===== src/rtl/bin2bcd_seq.sv =====
// bin2bcd_seq: sequential binary-to-BCD converter (shift-add-3 / double dabble), one operand bit per clock.
// Latency: BIN_W cycles from the accepting edge to done, plus one cycle per stalled (enable=0) SHIFT cycle;
//          throughput one result per BIN_W+1 cycles with back-to-back starts issued while done is high.
// Backpressure: start is only sampled when enable=1 and busy=0; requests while busy are dropped, not queued.
//
// Ports:
//   clk     rising-edge clock
//   rst_n   synchronous active-low reset
//   enable  global enable; low freezes a conversion in progress and masks start
//   start   conversion request
//   a       BIN_W-bit binary operand, captured on the accepting edge
//   busy    high during the shift phase
//   done    one-cycle pulse when b carries a new result
//   b       packed BCD result, digit 0 (units) in b[3:0]
module bin2bcd_seq #(
    parameter int BIN_W  = 8,
    parameter int DIGITS = 3
) (
    input  logic                clk,
    input  logic                rst_n,
    input  logic                enable,
    input  logic                start,
    input  logic [BIN_W-1:0]    a,
    output logic                busy,
    output logic                done,
    output logic [4*DIGITS-1:0] b
);

    localparam int ACC_W = 4 * DIGITS;
    localparam int CNT_W = $clog2(BIN_W + 1);

    // True when DIGITS decimal digits can represent every BIN_W-bit value.
    // 10^11 already exceeds 2^32, so the power loop is capped there.
    function automatic bit digits_fit(input int bw, input int dg);
        longint p10;
        longint maxv;
        p10 = 1;
        for (int i = 0; i < dg && i < 11; i++) begin
            p10 = p10 * 10;
        end
        maxv = (longint'(1) << bw) - 1;
        return p10 > maxv;
    endfunction

    generate
        if (BIN_W < 1 || BIN_W > 32) begin : g_bad_width
            $error("bin2bcd_seq: BIN_W must be in 1..32");
        end
        if (DIGITS < 1 || !digits_fit(BIN_W, DIGITS)) begin : g_bad_digits
            $error("bin2bcd_seq: DIGITS too small for BIN_W");
        end
    endgenerate

    typedef enum logic [1:0] {
        ST_IDLE  = 2'd0,
        ST_SHIFT = 2'd1,
        ST_DONE  = 2'd2
    } state_t;

    state_t             state;
    state_t             state_nxt;

    logic [BIN_W-1:0]   opnd;
    logic [ACC_W-1:0]   acc;
    logic [CNT_W-1:0]   cnt;
    logic [ACC_W-1:0]   b_q;

    logic [ACC_W-1:0]   acc_adj;
    logic [ACC_W-1:0]   acc_shift;
    logic [BIN_W-1:0]   opnd_shift;
    logic               last_shift;
    logic               accept;

    // A new request can be taken from IDLE, or from DONE for back-to-back use.
    assign accept     = enable && start && (state == ST_IDLE || state == ST_DONE);
    assign last_shift = (cnt == CNT_W'(BIN_W - 1));

    // Add-3 correction on every digit, all evaluated from the pre-shift value.
    always_comb begin
        acc_adj = acc;
        for (int d = 0; d < DIGITS; d++) begin
            if (acc[4*d +: 4] >= 4'd5) begin
                acc_adj[4*d +: 4] = acc[4*d +: 4] + 4'd3;
            end
        end
    end

    // The top accumulator bit is always zero before the final shift because
    // the digit count covers the full operand range, so dropping it is safe.
    assign acc_shift  = {acc_adj[ACC_W-2:0], opnd[BIN_W-1]};
    assign opnd_shift = opnd << 1;

    // State register
    always_ff @(posedge clk) begin
        if (!rst_n) begin
            state <= ST_IDLE;
        end else begin
            state <= state_nxt;
        end
    end

    // Next-state logic
    always_comb begin
        state_nxt = state;
        case (state)
            ST_IDLE: begin
                if (enable && start) begin
                    state_nxt = ST_SHIFT;
                end
            end
            ST_SHIFT: begin
                if (enable && last_shift) begin
                    state_nxt = ST_DONE;
                end
            end
            ST_DONE: begin
                // done always drops after one cycle, even with enable low.
                if (enable && start) begin
                    state_nxt = ST_SHIFT;
                end else begin
                    state_nxt = ST_IDLE;
                end
            end
            default: begin
                state_nxt = ST_IDLE;
            end
        endcase
    end

    // Outputs decode directly from registered state, so no input reaches them combinationally.
    always_comb begin
        busy = (state == ST_SHIFT);
        done = (state == ST_DONE);
        b    = b_q;
    end

    // Datapath: operand, accumulator, bit counter and result register.
    always_ff @(posedge clk) begin
        if (!rst_n) begin
            opnd <= '0;
            acc  <= '0;
            cnt  <= '0;
            b_q  <= '0;
        end else if (accept) begin
            opnd <= a;
            acc  <= '0;
            cnt  <= '0;
        end else if (state == ST_SHIFT && enable) begin
            opnd <= opnd_shift;
            acc  <= acc_shift;
            cnt  <= cnt + CNT_W'(1);
            if (last_shift) begin
                b_q <= acc_shift;
            end
        end
    end

endmodule

===== config.mk =====
export PLATFORM = sky130hd
export DESIGN_NAME = bin2bcd_seq
export DESIGN_NICKNAME = d
export VERILOG_FILES = /design/src/rtl/bin2bcd_seq.sv
export SDC_FILE = /design/constraint.sdc
export NUM_CORES = 1
export LEC_CHECK = 0
export BUFFER_PORTS_ARGS = -buffer_cell sky130_fd_sc_hd__buf_2
export CORE_MARGIN = 2
export CORE_UTILIZATION = 54
export DETAILED_ROUTE_END_ITERATION = 16
export PLACE_DENSITY = 0.81
export SLEW_MARGIN = 0
export SYNTH_ARGS = -nofsm -noshare
export SYNTH_HDL_FRONTEND = slang
export SYNTH_SLANG_ARGS = --single-unit

===== constraint.sdc =====
create_clock -name clk -period 1.8 [get_ports clk]
set_input_delay 0.36 -clock clk [delete_from_list [all_inputs] [get_ports clk]]
set_output_delay 0.36 -clock clk [all_outputs]
set_load 0.05 [all_outputs]

==> Flow_metrics.wiki, run 1 <==
{| class="wikitable"
! Metric !! Value
|-
| Outcome || finished clean
|-
| Synthesized cell area || 0.001689 mm²
|-
| Antenna violations before repair || 0
|-
| Clock buffers created by TritonCTS || 5
|-
| Vertical extent of the die || 59.93 µm
|-
| Fin nets || 245
|-
| Total gr overflow || 0
|-
| Count of inserted antenna diode cells || 0
|-
| Sink count of the clock tree || 38
|-
| Count of final setup violators || 0
|-
| Part of the cycle the worst path needs || 91.71%
|-
| Portion of synthesized cell area occupied by the leading cell type || 45.04%
|-
| Endpoint required time on the critical path || 2.09 ns
|-
| Proportion of synthesized chip area in sequential cells || 45.04%
|-
| Fraction of power consumed by sequential logic || 50.0%
|-
| Number of nets with antenna violations after routing || 0
|-
| GP Congestion || 0.8209
|-
| Pwr/cell area || 880.1 mW/mm²
|-
| Initial standard-cell utilization of the core || 56.25%
|-
| Number of instances in the synthesized netlist || 195
|-
| Max-slew violations || 0
|-
| Core area || 0.003003 mm²
|-
| Final Hold Violating Endpoints || 0
|-
| TritonCTS clock tree || done
|-
| Worst-margin pin slew || 0.3075 ns
|-
| Horizontal extent of the die || 59.93 µm
|-
| Type of the most critical hold path || primary input to register
|-
| Drt drc || 0
|-
| Category of the worst setup path capture point || register
|-
| Count of unique library cells instantiated by Yosys || 31
|-
| Clock-pin slew on the worst setup and hold paths || 0.12 ns
|-
| Cell types occupying the most area after synthesis || sky130_fd_sc_hd__dfxtp_1 45%, sky130_fd_sc_hd__nand2_1 8.7%, sky130_fd_sc_hd__ha_1 5.2%
|-
| Clock period minus final worst setup slack || 1.651 ns
|-
| Final TNS setup || 0 ns
|-
| Drt wl/cell || 12.92 µm
|-
| Count of state elements after synthesis || 38
|-
| First-pass GRT wire length || 5.464 mm
|-
| Longest Clk Path Bufs || 2
|-
| CP Data Arrival Time || 1.94 ns
|-
| Final HPWL DP || 2.375 mm
|-
| Number of I/O pins || 26
|-
| Total placed cells including tap cells || 252
|-
| Area added between synthesis and finish || 17.04%
|-
| Share of final-layout standard cells stronger than drive strength 1 || 21.59%
|-
| Depth of the CTS H-tree || 2
|-
| Number of buffers inserted by hold repair at cts || 0
|-
| Leakage Power || 0.8123 nW
|-
| Total wirelength of the detailed-routed design || 3.360 mm
|-
| Internal power component || 1.373 mW
|-
| Post-synthesis cell type with the largest combined area || sky130_fd_sc_hd__dfxtp_1
|-
| Crit start category || register
|-
| Floorplan die area || 0.003592 mm²
|-
| Hold slack final || 0.2635 ns
|-
| Global-route total usage across every layer || 20.42%
|-
| Number of rows created at floorplan || 20
|-
| Number of gates resized after CTS || 0
|-
| Count of routing violations after the opening detailed-route iteration || 36
|-
| Port-buffer cells || 25
|-
| Mean area per synthesized cell || 8.662 µm²
|-
| Avg Vias per Cell || 5.577
|-
| Fmax || 605.8 MHz
|-
| Fill cell count || 277
|-
| Total net switching power || 0.3669 mW
|-
| Post-CTS Setup Inserts || 0
|-
| Switching Fraction || 21.08%
|-
| Worst slew margin relative to its limit || 79.43%
|-
| Setup skew after layout || 0.01181 ns
|-
| Synth Net Count || 214
|-
| Synth warnings || 0
|-
| Setup repair after global routing missed its margin || no
|-
| Combinational cell fraction of total power || 6.5%
|-
| Number of standard cells in the layout, taps in and fillers out || 260
|-
| Setup slack of the most critical reg-to-reg path || 0.15 ns
|-
| Max-capacitance violation count || 0
|-
| Setup Crit Path Kind || register to register
|-
| Detailed-routing iteration count for the pre-antenna-repair pass || 4
|-
| Critical path peak fanout || 5
|-
| Clk_lat worst skew || 0.35 ns
|-
| Peak supply drop || 0.5656 mV
|-
| Cell at the root of the clock tree || sky130_fd_sc_hd__clkbuf_4
|-
| Via count of the first global-routing pass || 1299
|-
| Routed vias || 1450
|-
| Largest net degree at the start of global routing || 19
|-
| Power share of the clock group || 43.5%
|}
[synthesized netlist by cell type (all sizes together)]
cell type and n:
a211oi 2, a21boi 2, a21oi 15, a31oi 7, and2b 1, and3b 1
buf 6, clkbuf 2, dfxtp 38, ha 7, inv 8, mux2 3
mux2i 1, nand2 41, nand2b 4, nand3 5, nand3b 1, nand4 1
nand4b 1, nor2 6, nor2b 2, nor3b 5, o211a 3, o21ai 15
o22ai 12, xnor2 4, xor2 2
[worst paths after layout]
path / from / end / depth (start not counted)
setup reg to reg: acc[0] / acc[2] / 6
hold / removal: a[0] / opnd[0] / 3
setup / recovery: acc[0] / acc[2] / 6
hold reg to reg: b[5] / b[5] / 2
[layout by cell type (no fill, tap or decap), types with 7 or more instances in the layout]
master	n
sky130_fd_sc_hd__nand2_1	39
sky130_fd_sc_hd__o22ai_1	12
sky130_fd_sc_hd__buf_2	25
sky130_fd_sc_hd__inv_1	8
sky130_fd_sc_hd__dfxtp_1	38
sky130_fd_sc_hd__o21ai_0	15
sky130_fd_sc_hd__a31oi_1	7
sky130_fd_sc_hd__ha_1	7
sky130_fd_sc_hd__buf_4	7
sky130_fd_sc_hd__a21oi_1	15
[through the flow]
stage	setup slack [ns]	total power [mW]	area [µm²]	utilization [%]
finish	0.1493	1.740	1977	65.83
global route	0.06408	1.798	1977	65.83
CTS	0.1663	1.752	1977	65.83
detailed placement	0.1945	1.001	1866	62.13
global placement	0.2310	0.9983	1866	62.13
floorplan	0.3376	0.9606	1689	-
[layer usage]
metal  GRT usage [%]  wire length (µm)
met4           9.841                76
met1           23.92              1537
met2           34.78              1554
met3           4.762               191
met5               0                 0
[sequential cells by signal (all words and copies together), names as in the netlist]
name and flops:
state 2, cnt 4, b 12, acc 12, opnd 8
[cells by family (layout without fill, tap and decap cells)]
family	after synthesis	in the layout	synth area share, %
xor gates and xnor gates	6	6	3.111
adders and majority gates	7	7	5.185
buffers and inverters	16	48	4.296
and+or+nand+nor	68	68	20.00
DFF	38	38	45.04
muxes	4	4	2.592
AOI/OAI and AO/OA	56	56	19.78
[critical path: stages (launching register included)]
cell and delay [ns]:
sky130_fd_sc_hd__dfxtp_1 0.37, sky130_fd_sc_hd__inv_1 0.10, sky130_fd_sc_hd__ha_1 0.23, sky130_fd_sc_hd__nand2b_1 0.10, sky130_fd_sc_hd__a21oi_1 0.25, sky130_fd_sc_hd__mux2_2 0.38, sky130_fd_sc_hd__o22ai_1 0.15
[layout make-up]
type / instances / area [µm²] / area share, %
multi-input combinational: 141 / 855.8 / 43.29
sequential: 38 / 760.7 / 38.48
timing repair buffer: 32 / 177.7 / 8.987
clock inverter: 2 / 60.06 / 3.038
clock buffer: 6 / 51.30 / 2.595
tap: 33 / 41.29 / 2.089
inverter: 8 / 30.03 / 1.519
[power by group through the flow]
stage | clock [mW] | combinational (mW) | sequential [mW]
5_1_grt | 0.800 | 0.126 | 0.872
3_3_place_gp | 0 | 0.110 | 0.888
2_1_floorplan | 0 | 0.0746 | 0.886
4_1_cts | 0.769 | 0.113 | 0.870
3_5_place_dp | 0 | 0.113 | 0.889
6_report | 0.756 | 0.114 | 0.870
Note: power is estimated with default switching activity, not from simulation.
==> run 2: changes to the inputs <==
Settings changed: CTS_BUF_LIST from default to sky130_fd_sc_hd__clkbuf_16.
==> run 2 against run 1 <==
Die area unchanged. Worst hold slack improved by 0.082 ns. Clock power increased by 48%. Clock-buffer cell count decreased by 1. Sequential cell count unchanged. Register-to-register slack improved by 0.02 ns. Critical path type unchanged. Highest routed layer unchanged.
==> Flow_metrics.wiki, run 2 (synthesis gave the netlist of run 1 again) <==
{| class="wikitable"
! Metric !! Value
|-
| Post-route cell area || 0.002054 mm²
|-
| Total gr overflow || 0
|-
| Routed vias || 1455
|-
| Leakage Power || 0.8453 nW
|-
| Clock period minus final worst setup slack || 1.627 ns
|-
| Fraction of power consumed by sequential logic || 41.3%
|-
| Cell at the root of the clock tree || sky130_fd_sc_hd__clkbuf_16
|-
| Overall power || 2.107 mW
|-
| Max-capacitance violation count || 0
|-
| Number of rows created at floorplan || 20
|-
| Share of final-layout standard cells stronger than drive strength 1 || 21.15%
|-
| Area added between synthesis and finish || 21.63%
|-
| TritonCTS clock tree || done
|-
| Clk_lat worst skew || 0.28 ns
|-
| Count of final setup violators || 0
|-
| Final HPWL DP || 2.375 mm
|-
| Setup Crit Path Kind || register to register
|-
| Antenna violations before repair || 0
|-
| First-pass GRT wire length || 5.595 mm
|-
| Part of the cycle the worst path needs || 90.41%
|-
| Most common cell after layout, fill and taps aside || sky130_fd_sc_hd__nand2_1
|-
| Global-route total usage across every layer || 21.42%
|-
| Max-slew violations || 0
|-
| Final Hold Violating Endpoints || 0
|-
| Fmax || 614.5 MHz
|-
| Internal power component || 1.692 mW
|-
| Via count of the first global-routing pass || 1307
|-
| Number of standard cells in the layout, taps in and fillers out || 260
|-
| Total wirelength of the detailed-routed design || 3.440 mm
|-
| Horizontal extent of the die || 59.93 µm
|-
| Setup slack of the most critical reg-to-reg path || 0.17 ns
|-
| Depth of the CTS H-tree || 2
|-
| Clock-pin slew on the worst setup and hold paths || 0.06 ns
|-
| Port-buffer cells || 25
|-
| Initial standard-cell utilization of the core || 56.25%
|-
| Number of nets with antenna violations after routing || 0
|-
| Type of the most critical hold path || primary input to register
|-
| Critical path peak fanout || 5
|-
| Sink count of the clock tree || 38
|-
| Worst-margin pin slew || 0.3072 ns
|-
| Number of gates resized after CTS || 0
|-
| Core area || 0.003003 mm²
|-
| Switching Fraction || 19.67%
|-
| Largest net degree at the start of global routing || 19
|-
| Drt wl/cell || 13.23 µm
|-
| Power share of the clock group || 53.3%
|-
| Final TNS setup || 0 ns
|-
| CP Data Arrival Time || 1.84 ns
|-
| Post-Place Cell Area || 0.001866 mm²
|-
| Count of inserted antenna diode cells || 0
|-
| Clock buffers created by TritonCTS || 5
|-
| Floorplan die area || 0.003592 mm²
|-
| Highest-count cells in the layout ignoring fill and taps || 39 x sky130_fd_sc_hd__nand2_1, 38 x sky130_fd_sc_hd__dfxtp_1, 25 x sky130_fd_sc_hd__buf_2
|-
| Detailed-routing iteration count for the pre-antenna-repair pass || 4
|-
| Endpoint required time on the critical path || 2.01 ns
|-
| Number of buffers inserted by hold repair at cts || 0
|-
| GP Congestion || 0.8209
|-
| Outcome || finished clean
|-
| Vertical extent of the die || 59.93 µm
|-
| Setup repair after global routing missed its margin || no
|-
| Longest Clk Path Bufs || 2
|-
| Peak supply drop || 0.5031 mV
|-
| Fin nets || 245
|-
| Category of the worst setup path capture point || register
|-
| Number of I/O pins || 26
|-
| Total placed cells including tap cells || 252
|-
| Avg Vias per Cell || 5.596
|-
| Post-CTS Setup Inserts || 0
|-
| Combinational cell fraction of total power || 5.4%
|-
| Total net switching power || 0.4144 mW
|-
| Pwr/cell area || 1025 mW/mm²
|-
| Setup skew after layout || 0.007832 ns
|-
| Worst slew margin relative to its limit || 79.44%
|-
| Crit start category || register
|-
| Count of routing violations after the opening detailed-route iteration || 26
|-
| Drt drc || 0
|}
-- run 2: critical path, cell delays in order (launching register included) --
cell and delay, ns:
sky130_fd_sc_hd__dfxtp_1 0.35, sky130_fd_sc_hd__inv_1 0.10, sky130_fd_sc_hd__ha_1 0.23, sky130_fd_sc_hd__nand2b_1 0.09, sky130_fd_sc_hd__a21oi_1 0.24, sky130_fd_sc_hd__mux2_2 0.38, sky130_fd_sc_hd__o22ai_1 0.15
-- run 2: worst paths after layout --
| path | endpoint | start | cells after the start |
|---|---|---|---|
| hold / removal | opnd[0] | a[0] | 3 |
| setup reg to reg | acc[2] | acc[0] | 6 |
| setup / recovery | acc[2] | acc[0] | 6 |
| hold reg to reg | b[5] | b[5] | 2 |
-- run 2: per-stage QoR --
step / setup WS [ns] / util, % / hold slack (ns)
finish: 0.1726 / 68.42 / 0.3453
global route: 0.08502 / 68.42 / 0.3543
CTS: 0.1791 / 68.42 / 0.3440
detailed placement: 0.1945 / 62.13 / 0.4597
global placement: 0.2310 / 62.13 / 0.4507
floorplan: 0.3376 / - / 0.4391
-- run 2: area by class of cell --
| cell class | count | area, µm² |
|---|---|---|
| fillers | 258 | 948.4 |
| repair buffers | 32 | 177.7 |
| clock buffers | 5 | 125.1 |
| flip-flops and latches | 38 | 760.7 |
| multi-input cells | 141 | 855.8 |
| clock inverters | 3 | 63.81 |
| inverters | 8 | 30.03 |
| well taps | 33 | 41.29 |
-- run 2: power by group through the flow --
stage	Clock, mW	Sequential [mW]	Combinational [mW]
global placement	0	0.888	0.110
detailed placement	0	0.889	0.113
floorplan	0	0.886	0.0746
CTS	1.14	0.870	0.114
global route	1.18	0.872	0.127
finish	1.12	0.870	0.114
-- run 2: per-layer routing --
metal / up-vias / global-route usage, % / wire length (µm)
met4: 0 / 10.79 / 58
met3: 6 / 7.143 / 183
met1: 677 / 24.63 / 1583
met2: 36 / 35.25 / 1615
li1: 736 / - / -
met5: - / 0 / 0
